`config.mk`:
```
export PLATFORM = sky130hd
export DESIGN_NAME = adder_share_ctrl
export DESIGN_NICKNAME = d
export VERILOG_FILES = /design/src/rtl/adder_share_pkg.sv /design/src/rtl/rr_arb2.sv /design/src/rtl/adder_share_ctrl.sv
export SDC_FILE = /design/constraint.sdc
export NUM_CORES = 1
export LEC_CHECK = 0
export ABC_AREA = 0
export ABC_CLOCK_PERIOD_IN_PS = 2100
export CORE_ASPECT_RATIO = 0.9
export CORE_MARGIN = 4
export CORE_UTILIZATION = 37
export CTS_CLUSTER_SIZE = 10
export DETAILED_ROUTE_END_ITERATION = 16
export PLACE_DENSITY = 0.82
export SETUP_SLACK_MARGIN = 0.4
export SLEW_MARGIN = 10
export SYNTH_ARGS = -nofsm -noshare
export SYNTH_HDL_FRONTEND = slang
export SYNTH_HIERARCHICAL = 1
export SYNTH_SLANG_ARGS = --single-unit
```
`constraint.sdc`:
```
create_clock -name clk -period 2.1 [get_ports clk]
set_input_delay 0.315 -clock clk [delete_from_list [all_inputs] [get_ports clk]]
set_output_delay 0.315 -clock clk [all_outputs]
set_load 0.02 [all_outputs]
```
`src/rtl/adder_share_pkg.sv`:
```
// Shared definitions for the adder-sharing sequencer: FSM state encoding,
// operation codes and result-flag bit positions.
package adder_share_pkg;

  // Sequencer states
  typedef enum logic [1:0] {
    ST_IDLE = 2'b00,
    ST_EXEC = 2'b01,
    ST_RESP = 2'b10
  } state_t;

  // Requester operation codes
  localparam logic OP_ADD = 1'b0;
  localparam logic OP_SUB = 1'b1;

  // Bit positions inside res_flags = {ovf, neg, zero}
  localparam int FLG_ZERO = 0;
  localparam int FLG_NEG  = 1;
  localparam int FLG_OVF  = 2;
  localparam int FLG_W    = 3;

  // Settle counter width; covers the count 0..EXEC_CYCLES for EXEC_CYCLES up to 4
  localparam int CNT_W = 3;

endpackage

```
`src/rtl/rr_arb2.sv`:
```
// Two-way round-robin arbiter. The pointer holds the id of the last winner;
// on a tie the other requester wins. Purely combinational so it can be
// reused wherever a pair of requesters shares one resource.
module rr_arb2 (
  input  logic [1:0] req,
  input  logic       en,
  input  logic       ptr,
  output logic [1:0] gnt
);

  // One-hot grant: a lone requester always wins, a tie goes to the one not served last
  always_comb begin
    gnt = 2'b00;
    if (en) begin
      case (req)
        2'b01:   gnt = 2'b01;
        2'b10:   gnt = 2'b10;
        2'b11:   gnt = ptr ? 2'b01 : 2'b10;
        default: gnt = 2'b00;
      endcase
    end
  end

endmodule

```
`src/rtl/adder_share_ctrl.sv`:
```
// Sequencer that shares one external combinational adder between the ALU
// (requester 0) and the PC/address unit (requester 1). A grant latches the
// winner's operands (B pre-inverted for subtraction, Cin = op), the adder
// inputs are held while the sum settles, the sum is registered and returned
// through a valid/ready handshake.
// Optional build macro: ADDSHARE_FLAGS_EN enables the {ovf, neg, zero}
// result flags; without it res_flags is constant zero.
module adder_share_ctrl
  import adder_share_pkg::*;
#(
  parameter int WIDTH       = 8,
  parameter int EXEC_CYCLES = 1
) (
  input  logic             clk,
  input  logic             rst_n,
  input  logic             req0,
  input  logic             op0,
  input  logic [WIDTH-1:0] a0,
  input  logic [WIDTH-1:0] b0,
  input  logic             req1,
  input  logic             op1,
  input  logic [WIDTH-1:0] a1,
  input  logic [WIDTH-1:0] b1,
  output logic             gnt0,
  output logic             gnt1,
  output logic [WIDTH-1:0] add_a,
  output logic [WIDTH-1:0] add_b,
  output logic             add_cin,
  input  logic [WIDTH-1:0] add_sum,
  output logic             res_valid,
  input  logic             res_ready,
  output logic [WIDTH-1:0] res_data,
  output logic             res_id,
  output logic [2:0]       res_flags,
  output logic             busy
);

  // The EXEC state lasts EXEC_CYCLES+1 clocks: the first clock lets the freshly
  // loaded operand registers propagate through the adder, then EXEC_CYCLES
  // settle clocks follow before the sum is captured.
  localparam logic [CNT_W-1:0] CNT_LAST = CNT_W'(EXEC_CYCLES);

  if (EXEC_CYCLES < 1 || EXEC_CYCLES > 4) begin : g_bad_exec_cycles
    $error("adder_share_ctrl: EXEC_CYCLES must be in 1..4");
  end

  state_t           state;
  logic [CNT_W-1:0] cnt;
  logic             ptr;
  logic             arb_en;
  logic [1:0]       arb_gnt;
  logic             win_id;
  logic             sel_op;
  logic [WIDTH-1:0] sel_a;
  logic [WIDTH-1:0] sel_b;
  logic             capture;

  // Subtraction is performed as A + ~B + 1, so B is inverted before it reaches the adder
  function automatic logic [WIDTH-1:0] prep_b(input logic op, input logic [WIDTH-1:0] b);
    return (op == OP_SUB) ? ~b : b;
  endfunction

  assign arb_en  = (state == ST_IDLE);
  assign win_id  = arb_gnt[1];
  assign capture = (state == ST_EXEC) && (cnt == CNT_LAST);

  rr_arb2 u_arb (
    .req (({req1, req0})),
    .en  (arb_en),
    .ptr (ptr),
    .gnt (arb_gnt)
  );

  // Operand mux: pick the arbitration winner's op and operands
  always_comb begin
    sel_op = win_id ? op1 : op0;
    sel_a  = win_id ? a1  : a0;
    sel_b  = prep_b(sel_op, win_id ? b1 : b0);
  end

  // Control FSM with registered grant, adder-drive and result outputs
  always_ff @(posedge clk or negedge rst_n) begin
    if (!rst_n) begin
      state     <= ST_IDLE;
      cnt       <= '0;
      ptr       <= 1'b1;
      gnt0      <= 1'b0;
      gnt1      <= 1'b0;
      add_a     <= '0;
      add_b     <= '0;
      add_cin   <= 1'b0;
      res_valid <= 1'b0;
      res_data  <= '0;
      res_id    <= 1'b0;
      busy      <= 1'b0;
    end else begin
      gnt0 <= 1'b0;
      gnt1 <= 1'b0;
      case (state)
        ST_IDLE: begin
          if (arb_gnt != 2'b00) begin
            gnt0    <= arb_gnt[0];
            gnt1    <= arb_gnt[1];
            add_a   <= sel_a;
            add_b   <= sel_b;
            add_cin <= sel_op;
            res_id  <= win_id;
            ptr     <= win_id;
            cnt     <= '0;
            busy    <= 1'b1;
            state   <= ST_EXEC;
          end
        end
        ST_EXEC: begin
          if (cnt == CNT_LAST) begin
            res_data  <= add_sum;
            res_valid <= 1'b1;
            cnt       <= '0;
            state     <= ST_RESP;
          end else begin
            cnt <= cnt + 1'b1;
          end
        end
        ST_RESP: begin
          if (res_ready) begin
            res_valid <= 1'b0;
            busy      <= 1'b0;
            state     <= ST_IDLE;
          end
        end
        default: begin
          state <= ST_IDLE;
        end
      endcase
    end
  end

`ifdef ADDSHARE_FLAGS_EN
  logic [FLG_W-1:0] flags_q;

  // Overflow uses the post-inversion B so one rule covers both add and sub
  function automatic logic [FLG_W-1:0] calc_flags(input logic [WIDTH-1:0] a,
                                                  input logic [WIDTH-1:0] b,
                                                  input logic [WIDTH-1:0] s);
    logic [FLG_W-1:0] f;
    f           = '0;
    f[FLG_ZERO] = (s == '0);
    f[FLG_NEG]  = s[WIDTH-1];
    f[FLG_OVF]  = (a[WIDTH-1] == b[WIDTH-1]) && (s[WIDTH-1] != a[WIDTH-1]);
    return f;
  endfunction

  // Flags are captured on the same edge as res_data
  always_ff @(posedge clk or negedge rst_n) begin
    if (!rst_n) begin
      flags_q <= '0;
    end else if (capture) begin
      flags_q <= calc_flags(add_a, add_b, add_sum);
    end
  end

  assign res_flags = flags_q;
`else
  logic unused_capture;
  assign unused_capture = capture;
  assign res_flags      = '0;
`endif

endmodule
```
---- Word-level counts from Yosys, hierarchy flattened ----
Index checks and enable logic that the tools add are counted.
operators by class
  add/sub/neg operators ................... 1
  equal/unequal tests ..................... 9
  multiplexer cells ....................... 23
  bitwise operators ....................... 1
  reductions and logical operators ........ 11
operators by type and width
  kind                   count
  $mux W8                3
  $pmux W2 S3            2
  $mux W2                5
  $reduce_and A3 Y1      3
  $mux W1                8
  $not A8 Y8             1
  $reduce_bool A2 Y1     4
  $eq A2 B2 Y1 const B   3
  $mux W3                2
  $pmux W3 S2            1
  $reduce_and A2 Y1      3
  $eq A2 B1 Y1 const B   2
  $ne A2 B1 Y1 const B   2
  $pmux W1 S2            2
  $add A3 B1 Y3 const B  1
  $eq A3 B1 Y1 const B   1
  $logic_not A2 Y1       1
  $ne A2 B2 Y1 const B   1
word-level totals
  register bits after elaboration ......... 36
  bits of input ports ..................... 47
  output and inout bits ................... 33
  logic and storage cells ................. 57

---- Longest topological paths before layout ----
  depth after elaboration ................. 6
  gate-level depth with buffers ........... 7
  mapped depth without buffers ............ 6

---- Hierarchy ----
The synthesis kept the hierarchy.
modules (own cells, without submodules)
  module            times used  cells each  area an instance (µm²)  seq. area each (µm²)
  adder_share_ctrl  1           125         1695.4                  902.1
  rr_arb2           1           5           21.3                    0.0

---- Least setup slack after synthesis ----
Ideal clock, no wire load.
  kind .................................... register to register
  start ................................... reg state[0]
  end ..................................... reg add_a[6]
  setup time .............................. 0.125 ns
  arrival time ............................ 1.785 ns
  required time ........................... 1.975 ns
  slack ................................... 0.191 ns
  stages on the path, launching flop included .. 8
  buffers on the path ..................... 2
  clock period less this slack ............ 1.909 ns
  cell sequence ........................... dfrtp_1 nor2_2 nand2_1 a21oi_1 buf_6 buf_2 mux2_2 mux2_2
between the ends
  word-level cells in the longest chain between the ends .. 4
  elaborated cells on any way between the ends .. 5
  classes of those cells .................. mux (2); reduce/logical (3)
RTL lines
  what                                line                     source
  start, declared                     adder_share_ctrl.sv:47   state_t state;
  start signal, assigned              adder_share_ctrl.sv:84   state <= ST_IDLE;
  start signal, assigned              adder_share_ctrl.sv:111  state <= ST_EXEC;
  start signal, assigned              adder_share_ctrl.sv:119  state <= ST_RESP;
  $logic_not A2 Y1 (*)                adder_share_ctrl.sv:63   assign arb_en = (state == ST_IDLE);
  net arb_en                          adder_share_ctrl.sv:50   logic arb_en;
  $mux W2 (*)                         rr_arb2.sv:14            if (en) begin
  net arb_gnt[1]                      adder_share_ctrl.sv:51   logic [1:0] arb_gnt;
  $reduce_bool A2 Y1                  adder_share_ctrl.sv:101  if (arb_gnt != 2'b00) begin
  $reduce_and A2 Y1 (no source line)  n/a
  end signal, assigned                adder_share_ctrl.sv:104  add_a <= sel_a;
  end, declared                       adder_share_ctrl.sv:26   output logic [WIDTH-1:0] add_a,
Mark *: on every way through the listed nets, which the timed path passes. The rest lies on a longest branch.
A chain may end at the register's enable or synchronous reset.

---- Worst setup path after layout ----
  start ................................... reg state[0]
  end ..................................... reg add_b[3]
between the ends
  word-level cells in the longest chain between the ends .. 5
  elaborated cells on any way between the ends .. 8
  classes of those cells .................. mux (4); bitwise (1); reduce/logical (3)
RTL lines
  what                  line                     source
  $logic_not A2 Y1 (*)  adder_share_ctrl.sv:63
  net arb_en            adder_share_ctrl.sv:50
  $mux W2 (*)           rr_arb2.sv:14
  net arb_gnt[1]        adder_share_ctrl.sv:51
  $mux W8               adder_share_ctrl.sv:78   sel_b = prep_b(sel_op, win_id ? b1 : b0);
  $not A8 Y8            adder_share_ctrl.sv:60   return (op == OP_SUB) ? ~b : b;
  $mux W8               adder_share_ctrl.sv:60
  end signal, assigned  adder_share_ctrl.sv:105  add_b <= sel_b;
  end, declared         adder_share_ctrl.sv:27   output logic [WIDTH-1:0] add_b,
Marked as above.

==> flow_summary.json <==
{
  "ys_ff_latch": 36,
  "io_buffer_count": 76,
  "final_area_um2": 2780,
  "tightest_slew_ns": 0.795,
  "place_area_um2": 2580,
  "hold_class": "in2async",
  "viasPerCell": 4.60,
  "die_w_um": 79.8,
  "die-area_um2": 5800,
  "grt_usage": 0.145,
  "share_seq_of_total_power": 0.299,
  "finalSetupViolCount": 0,
  "switching_share": 0.348,
  "fin_crit_sh": 0.841,
  "hpwlAfterDp_um": 2900,
  "start_kind": "register",
  "run_status": "finished clean",
  "arrival_ns": 1.93,
  "slew_headroom": 0.470,
  "antenna_cells": 0,
  "antenna_found_initial": 0,
  "first_pass_iters": 4,
  "cts_sinks": 36,
  "synth.avg_cell_area_um2": 13.2,
  "ant_nets": 0,
  "num_vias": 1312,
  "fin_worst_skew_ns": 0.00800,
  "clock_path_buffers": 2,
  "routed_wl_um": 3920,
  "final_net_count": 269,
  "seq_area_frac_synth": 0.526,
  "required_ns": 2.27,
  "clk_pin_slew_worst_paths_ns": 0.07,
  "clockRootBuffer": "clkbuf_8",
  "busiest_layer": "met2",
  "grt_setup_unrepaired": "true",
  "maxCapViolations": 0,
  "insertion_delay_ns": 0.29,
  "core_um2": 4460,
  "yosys_warnings": 6,
  "grtUsageMet2": 0.228,
  "worstSetupPathType": "reg2reg",
  "hold_slack_ns": 0.107,
  "crit_chain": "nor2_2, nand2_1, a21oi_2, buf_6, mux2i_4, buf_12, xor2_1, mux2_2",
  "pin_count": 80,
  "syn_area_um2": 1720,
  "hold_viol": 0,
  "start_util": 0.385,
  "drive_above_1_share": 0.296,
  "min_period_ns": 1.77,
  "setup_slack_ns": 0.334,
  "fin_tns_setup_ns": 0,
  "numCtsBuffers": 5,
  "first_global_vias": 1306,
  "cp_slowest_cell": "dfrtp_1",
  "gr-total-overflow": 0,
  "end_kind": "register",
  "power_uw": 4050,
  "fmax_mhz": 566,
  "path_max_fanout": 9,
  "p_sw_uw": 1410,
  "grt_pass1_wl_um": 6330,
  "rows": 23,
  "drc": 0,
  "gp_congestion": 0.700,
  "place_ws_ns": 0.0944,
  "leakage_uw": 0.00117,
  "drt-initial-drc-count": 73,
  "power_density_nw_per_um2": 1460,
  "drv_slew": 0,
  "p_int_uw": 2640,
  "fillers": 371,
  "use_met1": 0.179,
  "grt_max_degree": 37,
  "tritoncts": "yes",
  "power_frac_comb": 0.568,
  "max_stage_delay_ns": 0.40,
  "synth.distinct_cells": 25,
  "die_h_um": 72.6,
  "gr-usage-met3": 0.0506,
  "syn_inst": 130,
  "vdd_drop_max_uv": 743,
  "wl_per_cell_um": 13.7,
  "area_growth_pct": 62.0,
  "pwr-share-clk": 0.133,
  "h-tree-depth": 2
}
==> synth_stat cells <==
cell,number,area (µm²)
a31o_2,2,17.5
conb_1,1,3.75
nand2_1,6,22.5
buf_4,4,30.0
buf_2,2,10.0
a21oi_1,4,20.0
xor2_1,8,70.1
nand3b_1,3,22.5
a21bo_2,1,10.0
mux2i_4,1,22.5
nand2b_1,4,25.0
mux2_1,1,11.3
dfrtp_1,35,876
or2_2,1,6.26
mux2i_1,9,90.1
inv_1,3,11.3
o21ai_0,4,20.0
nor3b_1,1,7.51
buf_6,2,22.5
dfstp_2,1,26.3
mux2_2,31,349
nor2_2,1,6.26
o21a_1,2,15.0
a21o_1,2,15.0
and2_1,1,6.26
==> cells by family after synthesis <==
| group | after synthesis | share of synthesized area |
|---|---|---|
| other | 1 | 0.00218 |
| and+or+nand+nor | 17 | 0.0561 |
| AOI/OAI and AO/OA | 15 | 0.0568 |
| muxes | 42 | 0.276 |
| DFF | 36 | 0.526 |
| buffers and inverters | 11 | 0.0430 |
| xor gates and xnor gates | 8 | 0.0408 |
==> metrics by stage <==
step                std cells   util
global route              285  0.623
global placement          270  0.579
CTS                       283  0.612
finish                    285  0.623
detailed placement        270  0.579
floorplan                 132      -
==> power groups by stage <==
stage          clock network, µW  registers, µW  logic (µW)
4_1_cts                      558           1220        2250
3_3_place_gp                   0           1220        2130
2_1_floorplan                  0           1570         896
6_report                     539           1210        2300
3_5_place_dp                   0           1230        2160
5_1_grt                      591           1260        2460
==> flip-flops by register name, summed over array words and instances, names as in the netlist <==
register	count
gnt0	1
cnt	3
state	2
res_valid	1
res_id	1
res_data	8
ptr	1
gnt1	1
busy	1
add_a	8
add_cin	1
add_b	8
==> critical path, delay by kind of cell, from the launching register on <==
kind	cells	cell delay, ns
multiplexers	2	0.51
flip-flops	1	0.40
buffers and inverters	2	0.31
AND/OR/NAND/NOR	2	0.23
AO/OA/AOI/OAI	1	0.14
XOR/XNOR	1	0.06
==> area by class of cell <==
cell class                      count  area [µm²]  area share
Clock buffer                        8         100      0.0360
Inverter                            3        11.3     0.00405
Multi-Input combinational cell     85         774       0.279
Sequential cell                    36         902       0.324
Tap cell                           62        77.6      0.0279
Timing Repair Buffer               91         915       0.329
==> layer usage <==
metal | vias to the layer above | part of all wire
li1 | 632 | -
met1 | 629 | 0.42
met2 | 44 | 0.48
met3 | 7 | 0.087
met4 | 0 | 0.013
met5 | - | 0
==> layout by cell type, fill, tap and decap left out, drive strengths merged, types with 3 or more instances in the layout <==
master and n:
clkdlybuf4s50 75, dfrtp 35, mux2 32, buf 15, mux2i 10, clkbuf 9, xor2 8, nand2 6
o21ai 4, nand2b 4, a21oi 4, inv 3, nand3b 3, conb 3
==> what timing repair did <==
action	in CTS	in global routing
cloned	0	1
hold buffers	0	0
endpoints found under the setup margin	16	25
buffers inserted	5	1
resized for setup	2	4
pin swaps	1	0
==> path summary, 6_finish.rpt <==
kind | startpoint | end | slack (ns) | cells past startpoint
setup reg to reg | state[0]$_DFFE_PN0P_ | add_b[3]$_DFFE_PN0P_ | 0.33 | 8
max in group asynchronous | rst_n | add_cin$_DFFE_PN0P_ | 1.48 | 1
setup / recovery | state[0]$_DFFE_PN0P_ | add_b[3]$_DFFE_PN0P_ | 0.33 | 8
min in group clk | res_valid$_DFFE_PN0P_ | res_valid$_DFFE_PN0P_ | 0.48 | 2
hold reg to reg | res_valid$_DFFE_PN0P_ | res_valid$_DFFE_PN0P_ | 0.48 | 2
hold / removal | rst_n | state[0]$_DFFE_PN0P_ | 0.11 | 1
Note: power is estimated with default switching activity, not from simulation.
